File: src/rtl/c_elem_sync_array.sv
`default_nettype none
// +--------------------------------------------------------------------+
// | c_elem_sync_array : clocked multi-channel C-element with input     |
// |   synchronizers, threshold mode, masking, event count, stuck flag   |
// | Revision: 1.0                                                       |
// +--------------------------------------------------------------------+
module c_elem_sync_array #(
  parameter int IN_NUM      = 2,
  parameter int CH_NUM      = 4,
  parameter int SYNC_STAGES = 2,
  parameter int SET_TH      = 2,
  parameter int CLR_TH      = 0,
  parameter int CNT_W       = 16,
  parameter int TO_W        = 8,
  parameter int TIMEOUT     = 255
) (
  input  logic                     clk,
  input  logic                     rst_n,
  input  logic                     clr,
  input  logic                     mode,
  input  logic [IN_NUM-1:0]        mask,
  input  logic [CH_NUM*IN_NUM-1:0] in,
  output logic [CH_NUM-1:0]        out,
  output logic [CH_NUM-1:0]        toggle,
  output logic [CNT_W-1:0]         evt_cnt,
  output logic [CH_NUM-1:0]        stuck
);

  localparam int CW    = $clog2(IN_NUM + 1);
  localparam int SUM_W = CNT_W + $clog2(CH_NUM + 1);
  localparam logic [TO_W-1:0]  TO_MAX  = TO_W'(TIMEOUT);
  localparam logic [SUM_W-1:0] EVT_MAX = {{(SUM_W-CNT_W){1'b0}}, {CNT_W{1'b1}}};

  logic [CH_NUM*IN_NUM-1:0] sync_q [SYNC_STAGES];
  logic [CH_NUM*IN_NUM-1:0] sync_d [SYNC_STAGES];
  logic [CH_NUM-1:0]        out_q, out_d;
  logic [CH_NUM-1:0]        toggle_q, toggle_d;
  logic [CH_NUM-1:0]        stuck_q, stuck_d;
  logic [CNT_W-1:0]         evt_cnt_q, evt_cnt_d;
  logic [TO_W-1:0]          timer_q [CH_NUM];
  logic [TO_W-1:0]          timer_d [CH_NUM];
  logic [SUM_W-1:0]         evt_sum;
  logic [CH_NUM-1:0]        set_c, clr_c;
  logic                     u_empty;

  assign u_empty = &mask;

  always_comb begin
    sync_d[0] = in;
    for (int s = 1; s < SYNC_STAGES; s++) begin
      sync_d[s] = sync_q[s-1];
    end
  end

  for (genvar c = 0; c < CH_NUM; c++) begin : g_ch
    logic [IN_NUM-1:0] raw_bits;
    logic [IN_NUM-1:0] u_bits;
    logic [CW-1:0]     ones;
    logic              set_w, clr_w;

    always_comb begin
      raw_bits = sync_q[SYNC_STAGES-1][c*IN_NUM +: IN_NUM];
      u_bits   = raw_bits & ~mask;
      ones     = '0;
      for (int b = 0; b < IN_NUM; b++) begin
        ones = ones + CW'(u_bits[b]);
      end
      set_w = 1'b0;
      clr_w = 1'b0;
      if (!u_empty) begin
        if (mode) begin
          set_w = (int'(ones) >= SET_TH);
          clr_w = (int'(ones) <= CLR_TH);
        end else begin
          // masked bits read as 1 for the all-ones test, as 0 for all-zeros
          set_w = &(raw_bits | mask);
          clr_w = ~|u_bits;
        end
      end
    end

    assign set_c[c] = set_w;
    assign clr_c[c] = clr_w;
  end

  always_comb begin
    out_d     = out_q;
    toggle_d  = '0;
    stuck_d   = '0;
    evt_cnt_d = evt_cnt_q;
    timer_d   = timer_q;
    for (int c = 0; c < CH_NUM; c++) begin
      if (!out_q[c] && set_c[c]) begin
        out_d[c] = 1'b1;
      end else if (out_q[c] && clr_c[c]) begin
        out_d[c] = 1'b0;
      end
    end
    if (clr) begin
      out_d = '0;
    end else begin
      toggle_d = out_d ^ out_q;
    end

    // a channel counts as held while its inputs disagree and no edge occurs
    for (int c = 0; c < CH_NUM; c++) begin
      if (clr || toggle_d[c] || u_empty || set_c[c] || clr_c[c]) begin
        timer_d[c] = '0;
      end else if (timer_q[c] < TO_MAX) begin
        timer_d[c] = timer_q[c] + 1'b1;
      end
      stuck_d[c] = (timer_d[c] == TO_MAX);
    end

    evt_sum = SUM_W'(evt_cnt_q) + SUM_W'($countones(toggle_d));
    if (clr) begin
      evt_cnt_d = '0;
    end else if (evt_sum > EVT_MAX) begin
      evt_cnt_d = '1;
    end else begin
      evt_cnt_d = evt_sum[CNT_W-1:0];
    end
  end

  always_ff @(posedge clk or negedge rst_n) begin
    if (!rst_n) begin
      for (int s = 0; s < SYNC_STAGES; s++) begin
        sync_q[s] <= '0;
      end
      for (int c = 0; c < CH_NUM; c++) begin
        timer_q[c] <= '0;
      end
      out_q     <= '0;
      toggle_q  <= '0;
      stuck_q   <= '0;
      evt_cnt_q <= '0;
    end else begin
      for (int s = 0; s < SYNC_STAGES; s++) begin
        sync_q[s] <= sync_d[s];
      end
      for (int c = 0; c < CH_NUM; c++) begin
        timer_q[c] <= timer_d[c];
      end
      out_q     <= out_d;
      toggle_q  <= toggle_d;
      stuck_q   <= stuck_d;
      evt_cnt_q <= evt_cnt_d;
    end
  end

  assign out     = out_q;
  assign toggle  = toggle_q;
  assign stuck   = stuck_q;
  assign evt_cnt = evt_cnt_q;

endmodule
`default_nettype wire

File: config.mk
export PLATFORM = sky130hd
export DESIGN_NAME = c_elem_sync_array
export DESIGN_NICKNAME = d
export VERILOG_FILES = /design/src/rtl/c_elem_sync_array.sv
export SDC_FILE = /design/constraint.sdc
export NUM_CORES = 1
export LEC_CHECK = 0
export BUFFER_PORTS_ARGS = -buffer_cell sky130_fd_sc_hd__buf_2
export CAP_MARGIN = 20
export CORE_MARGIN = 8
export CORE_UTILIZATION = 55
export CTS_CLUSTER_DIAMETER = 30
export DETAILED_ROUTE_END_ITERATION = 8
export PLACE_DENSITY = 0.75
export SYNTH_ARGS = -nofsm -noshare
export SYNTH_HDL_FRONTEND = slang
export SYNTH_SLANG_ARGS = --single-unit
export TNS_END_PERCENT = 5
File: constraint.sdc
create_clock -name clk -period 5.5 [get_ports clk]
set_input_delay 1.65 -clock clk [delete_from_list [all_inputs] [get_ports clk]]
set_output_delay 1.65 -clock clk [all_outputs]
set_load 0.01 [all_outputs]
Yosys cells after proc, flatten, opt, wreduce, memory -nomap -nowiden
Index checks and enable logic that the tools add are counted.
Widths: inputs -> output; s select.
{"block": "totals", "regBits": 76, "in_bits": 14, "output_inout_bits": 28, "word_cells": 126}
{"block": "op_classes", "add_sub_neg": 12, "order_cmp": 13, "eq_ne": 4, "muxes": 36, "bitwise": 10, "reduce_logical": 41}
{"op": "$mux 8", "n": 8}
{"op": "$add 8x1->8 const B", "n": 4}
{"op": "$eq 8x8->1 const B", "n": 4}
{"op": "$lt 8x8->1 const B", "n": 4}
{"op": "$mux 16", "n": 2}
{"op": "$mux 1", "n": 24}
{"op": "$add 16x3->17", "n": 1}
{"op": "$gt 17x16->1 const B", "n": 1}
{"op": "$logic_or 1x1->1", "n": 16}
{"op": "$add 1x1->2", "n": 6}
{"op": "$reduce_and 2->1", "n": 5}
{"op": "$and 2x2->2", "n": 4}
{"op": "$ge 2x2->1 const B", "n": 4}
{"op": "$le 2x1->1 const B", "n": 4}
{"op": "$logic_and 1x1->1", "n": 8}
{"op": "$logic_not 1->1", "n": 8}
{"op": "$mux 4", "n": 2}
{"op": "$or 2x2->2", "n": 4}
{"op": "$reduce_or 2->1", "n": 4}
{"op": "$xor 4x4->4", "n": 1}
{"op": "$add 2x2->3", "n": 1}
{"op": "$not 2->2", "n": 1}

Logic depth before layout (Yosys ltp)
{"block": "depth", "ltp_word": 17, "depth_mapped": 15, "mapped_depth_nobuf": 12}

Least setup slack after synthesis
Ideal clock, no wire load.
{"block": "synth_path", "path_kind": "input to register", "from": "input port mask[1]", "to": "register evt_cnt_q[10] (netlist: evt_cnt[10])", "setup_time_ns": 0.136, "arrival_time_ns": 4.254, "t_required_ns": 5.364, "slack_ns": 1.110, "stages": 15, "n_path_buf": 3, "path_cell_list": "buf_6 buf_6 nor3b_1 and2_1 o21bai_1 a21oi_1 fa_1 fa_1 inv_1 fa_1 nand3b_1 nor2_1 nand3_2 buf_6 a21oi_1"}
{"block": "synth_between", "elab_chain_len": 17, "elab_cells_between_ends": 75, "cone_classes": "8 x add/sub; 9 x order compare; 27 x mux; 10 x bitwise; 21 x reduce/logical"}
{"item": "start: declaration", "line_no": "21", "text": "input logic [IN_NUM-1:0] mask,"}
{"item": "$not 2->2", "line_no": "63", "text": "u_bits = raw_bits & ~mask;"}
{"item": "$and 2x2->2", "line_no": "63"}
{"item": "$add 1x1->2 / $reduce_or 2->1 (equally long branches)", "line_no": "66, 77"}
{"item": "$le 2x1->1 / $logic_not 1->1 (equally long branches)", "line_no": "73, 77"}
{"item": "$mux 1", "line_no": "71", "text": "if (mode) begin"}
{"item": "$mux 1", "line_no": "70", "text": "if (!u_empty) begin"}
{"item": "$logic_and 1x1->1", "line_no": "95", "text": "end else if (out_q[c] && clr_c[c]) begin"}
{"item": "$mux 1", "line_no": "95"}
{"item": "[3 not listed]"}
{"item": "named net toggle_d[0]", "line_no": "37", "text": "logic [CH_NUM-1:0] toggle_q, toggle_d;"}
{"item": "$add 1x1->2 (not written as such) *", "line_no": "115", "text": "evt_sum = SUM_W'(evt_cnt_q) + SUM_W'($countones(toggle_d));"}
{"item": "$add 2x2->3 (not written as such) *", "line_no": "115"}
{"item": "$add 16x3->17 *", "line_no": "115"}
{"item": "$gt 17x16->1", "line_no": "118", "text": "end else if (evt_sum > EVT_MAX) begin"}
{"item": "$mux 16 *", "line_no": "118"}
{"item": "$mux 16 *", "line_no": "116", "text": "if (clr) begin"}
{"item": "named net evt_cnt_d[10]", "line_no": "39", "text": "logic [CNT_W-1:0] evt_cnt_q, evt_cnt_d;"}
{"item": "end signal: assignment", "line_no": "147", "text": "evt_cnt_q <= evt_cnt_d;"}
{"item": "end: declaration", "line_no": "39"}
Mark *: on every way through the listed nets, which the timed path passes. The rest lies on a longest branch.

Worst setup path in the final report
{"block": "layout_path", "from": "input port mask[1]", "to": "register evt_cnt_q[4] (netlist: evt_cnt[4])"}
Same word-level chain as after synthesis.

==> impl_metrics.ini <==
[cells_and_area]
areaGrowthSynthToFinish_pct = 10.7
drive_gt1_frac = 0.159
register_area_mm2 = 0.00190
post-route-util = 0.620
fillerInstances = 613
multi_input_area_mm2 = 0.00200
diodes = 0
nets = 471

[yosys]
yosys-top-cells-count = dfrtp_1 (76), nor2_1 (39), a21oi_1 (31)
synth-edff-count = 0
avgSynthCellArea_um2 = 9.87
synth_top_flop_cell = dfrtp_1
synth_seq_cells = 76
syn_area_mm2 = 0.00402
synth.most_common_cell = dfrtp_1
synthArstFlopShare = 1.00
netlist_instances = 407
ys_seq_area_frac = 0.473
synth.area.top_cells = dfrtp_1 (47%), a21oi_1 (3.9%), nor2_1 (3.6%)
yosysWarnings = 0
yosys.area.top_type = dfrtp_1
synth_nets = 429
ys_types = 60
yosysTopAreaCellShare = 0.473

[critical_path]
r2r_start = g_ch[2].raw_bits[1]
setup.worst_path.start = mask[1]
cp_max_fo = 20
arrival_ps = 4780
path_class = input pin to register
critical_path_required_ps = 5760
end_kind = register
startpoint_type = input pin

[detailed_routing]
drtIter0Drc = 153
first_pass_iters = 5
viasPerCell = 5.83
ant_nets = 0
wl_per_cell_um = 15.1
drc = 0
drt_wl_total_um = 8300
vias = 3210

[global_route]
grt_max_degree = 77
grt_pass1_wl_um = 14600
grt_usage = 0.177
overflow = 0
antenna_found_initial = 0
grt_pass1_vias = 3148

[pwr]
power_frac_seq = 0.561
peakVddDrop_v = 0.000180
comb_power_share = 0.088
power_frac_clock = 0.351
p_int_w = 0.000781
sw_frac_of_total = 0.257
fin_total_pwr_w = 0.00105
p_switching_w = 0.000270
powerDensity_mw_per_mm2 = 236
p_leak_nw = 1.87

[flow_run]
cap_violations = 0

[clock_tree]
post-cts-setup-buffers = 0
cts_tree = done
clk_pin_slew_ps = 70
clk_path_buf_depth = 2
htree_levels = 3
cts.sinks = 76
ctsHoldBuffers = 0
cts_buffers = 9
clockRootBuffer = clkbuf_8
cts-resized-gates = 0
clkLatencyLatePin_ps = 350

[sta]
setup_viol = 0
tns_ps = 0
maxSlewViolCount = 0
fin_crit_ps = 4510
fin_hold_ws_ps = 350
skew_ps = 15.6
hold_viol = 0
slew_headroom = 0.377
rsz0062_at_grt = false
worst_slew_pin_slew_ps = 934
fmax_mhz = 222
period_share = 0.820

[floorplan]
die_w_um = 101
core_mm2 = 0.00718
initial_utilization = 0.560
rows = 31
dieArea_mm2 = 0.0103
ios = 42
die_h_um = 101

[placement]
portBuffers = 41
hpwlAfterDp_um = 5730
gp_congestion = 0.845

[outcome]
outcome = complete, no violations

[worst_hold_path]
hp-start = sync_d[4]
hold_path.class = register to register
[through the flow]
step / cell area (µm²) / std cells / worst slack, ps
global route: 4450 / 551 / 745
global placement: 4280 / 537 / 772
detailed placement: 4280 / 537 / 667
finish: 4450 / 551 / 988
CTS: 4450 / 551 / 1030
floorplan: 4020 / 407 / 1110
[power groups by stage]
stage,registers [W],clock network (W),logic (W)
after floorplan,0.000601,0,0.0000543
after global placement,0.000600,0,0.0000927
after detailed placement,0.000600,0,0.0000943
after CTS,0.000589,0.000381,0.0000953
after global routing,0.000592,0.000410,0.000106
final,0.000589,0.000369,0.0000929
[cell type report]
class / instances / share of cell area
clock inverter: 4 / 0.00591
timing repair buffer: 41 / 0.0467
tap: 99 / 0.0279
multi-input combinational: 308 / 0.450
inverter: 13 / 0.0110
clock buffer: 10 / 0.0310
sequential: 76 / 0.428
[metal layers]
| metal | global-route usage | routed length (µm) | vias to the layer above |
|---|---|---|---|
| met2 | 0.291 | 3950 | 78 |
| met5 | 0 | 0 | - |
| met3 | 0.0440 | 385 | 17 |
| li1 | - | - | 1562 |
| met4 | 0.0687 | 163 | 0 |
| met1 | 0.218 | 3800 | 1553 |
[kinds of logic after synthesis]
kind of cell             after synthesis  synth area share
AND/OR/NAND/NOR                      189             0.267
AO/OA/AOI/OAI                         85             0.142
flip-flops                            76             0.473
buffers and inverters                 23            0.0290
XOR/XNOR                              22            0.0480
adder cells (fa/ha/maj)                8            0.0305
multiplexers                           4           0.00997
[final timing paths]
check                                       to  slack (ps)  cells after the start
max in group asynchronous          timer_q[30]        3460                      1
max                                 evt_cnt[4]         990                     13
min in group asynchronous             stuck[1]        1420                      1
max reg2reg                         evt_cnt[4]        2190                     12
min reg2reg                g_ch[2].raw_bits[0]         350                      0
min                        g_ch[2].raw_bits[0]         350                      0
[state kept, by name, indices dropped and copies added (netlist names)]
| register | count |
|---|---|
| evt_cnt | 16 |
| g_ch.raw_bits | 8 |
| out | 4 |
| stuck | 4 |
| sync_d | 8 |
| timer_q | 32 |
| toggle | 4 |
[critical path, cell delays in order]
cell      delay (ps)
buf_2            280
nor3b_1          130
and2_1           190
o21bai_1         130
a21oi_1          110
fa_1             550
fa_1             190
inv_1             60
fa_1             420
nand3b_1         240
nor2_1           250
nand3_2          340
a21oi_1          230
[placed cells by master (no fill, tap or decap), drive strengths merged, types with 4 or more instances in the layout]
cell type | Yosys | final
a211oi | 6 | 6
a21boi | 4 | 4
a21oi | 32 | 32
a31oi | 6 | 6
and2 | 7 | 7
and3 | 9 | 9
and4b | 5 | 5
buf | 8 | 41
clkbuf | 2 | 10
dfrtp | 76 | 76
ha | 5 | 5
inv | 13 | 14
mux2i | 4 | 4
nand2 | 29 | 29
nand2b | 11 | 11
nand3 | 21 | 21
nand3b | 6 | 6
nand4 | 15 | 15
nor2 | 39 | 39
nor2b | 6 | 6
nor3 | 21 | 21
nor4 | 8 | 8
o21ai | 13 | 13
o21bai | 4 | 4
xnor2 | 12 | 12
xor2 | 10 | 10
No activity file was read; power rests on OpenSTA's default activity.
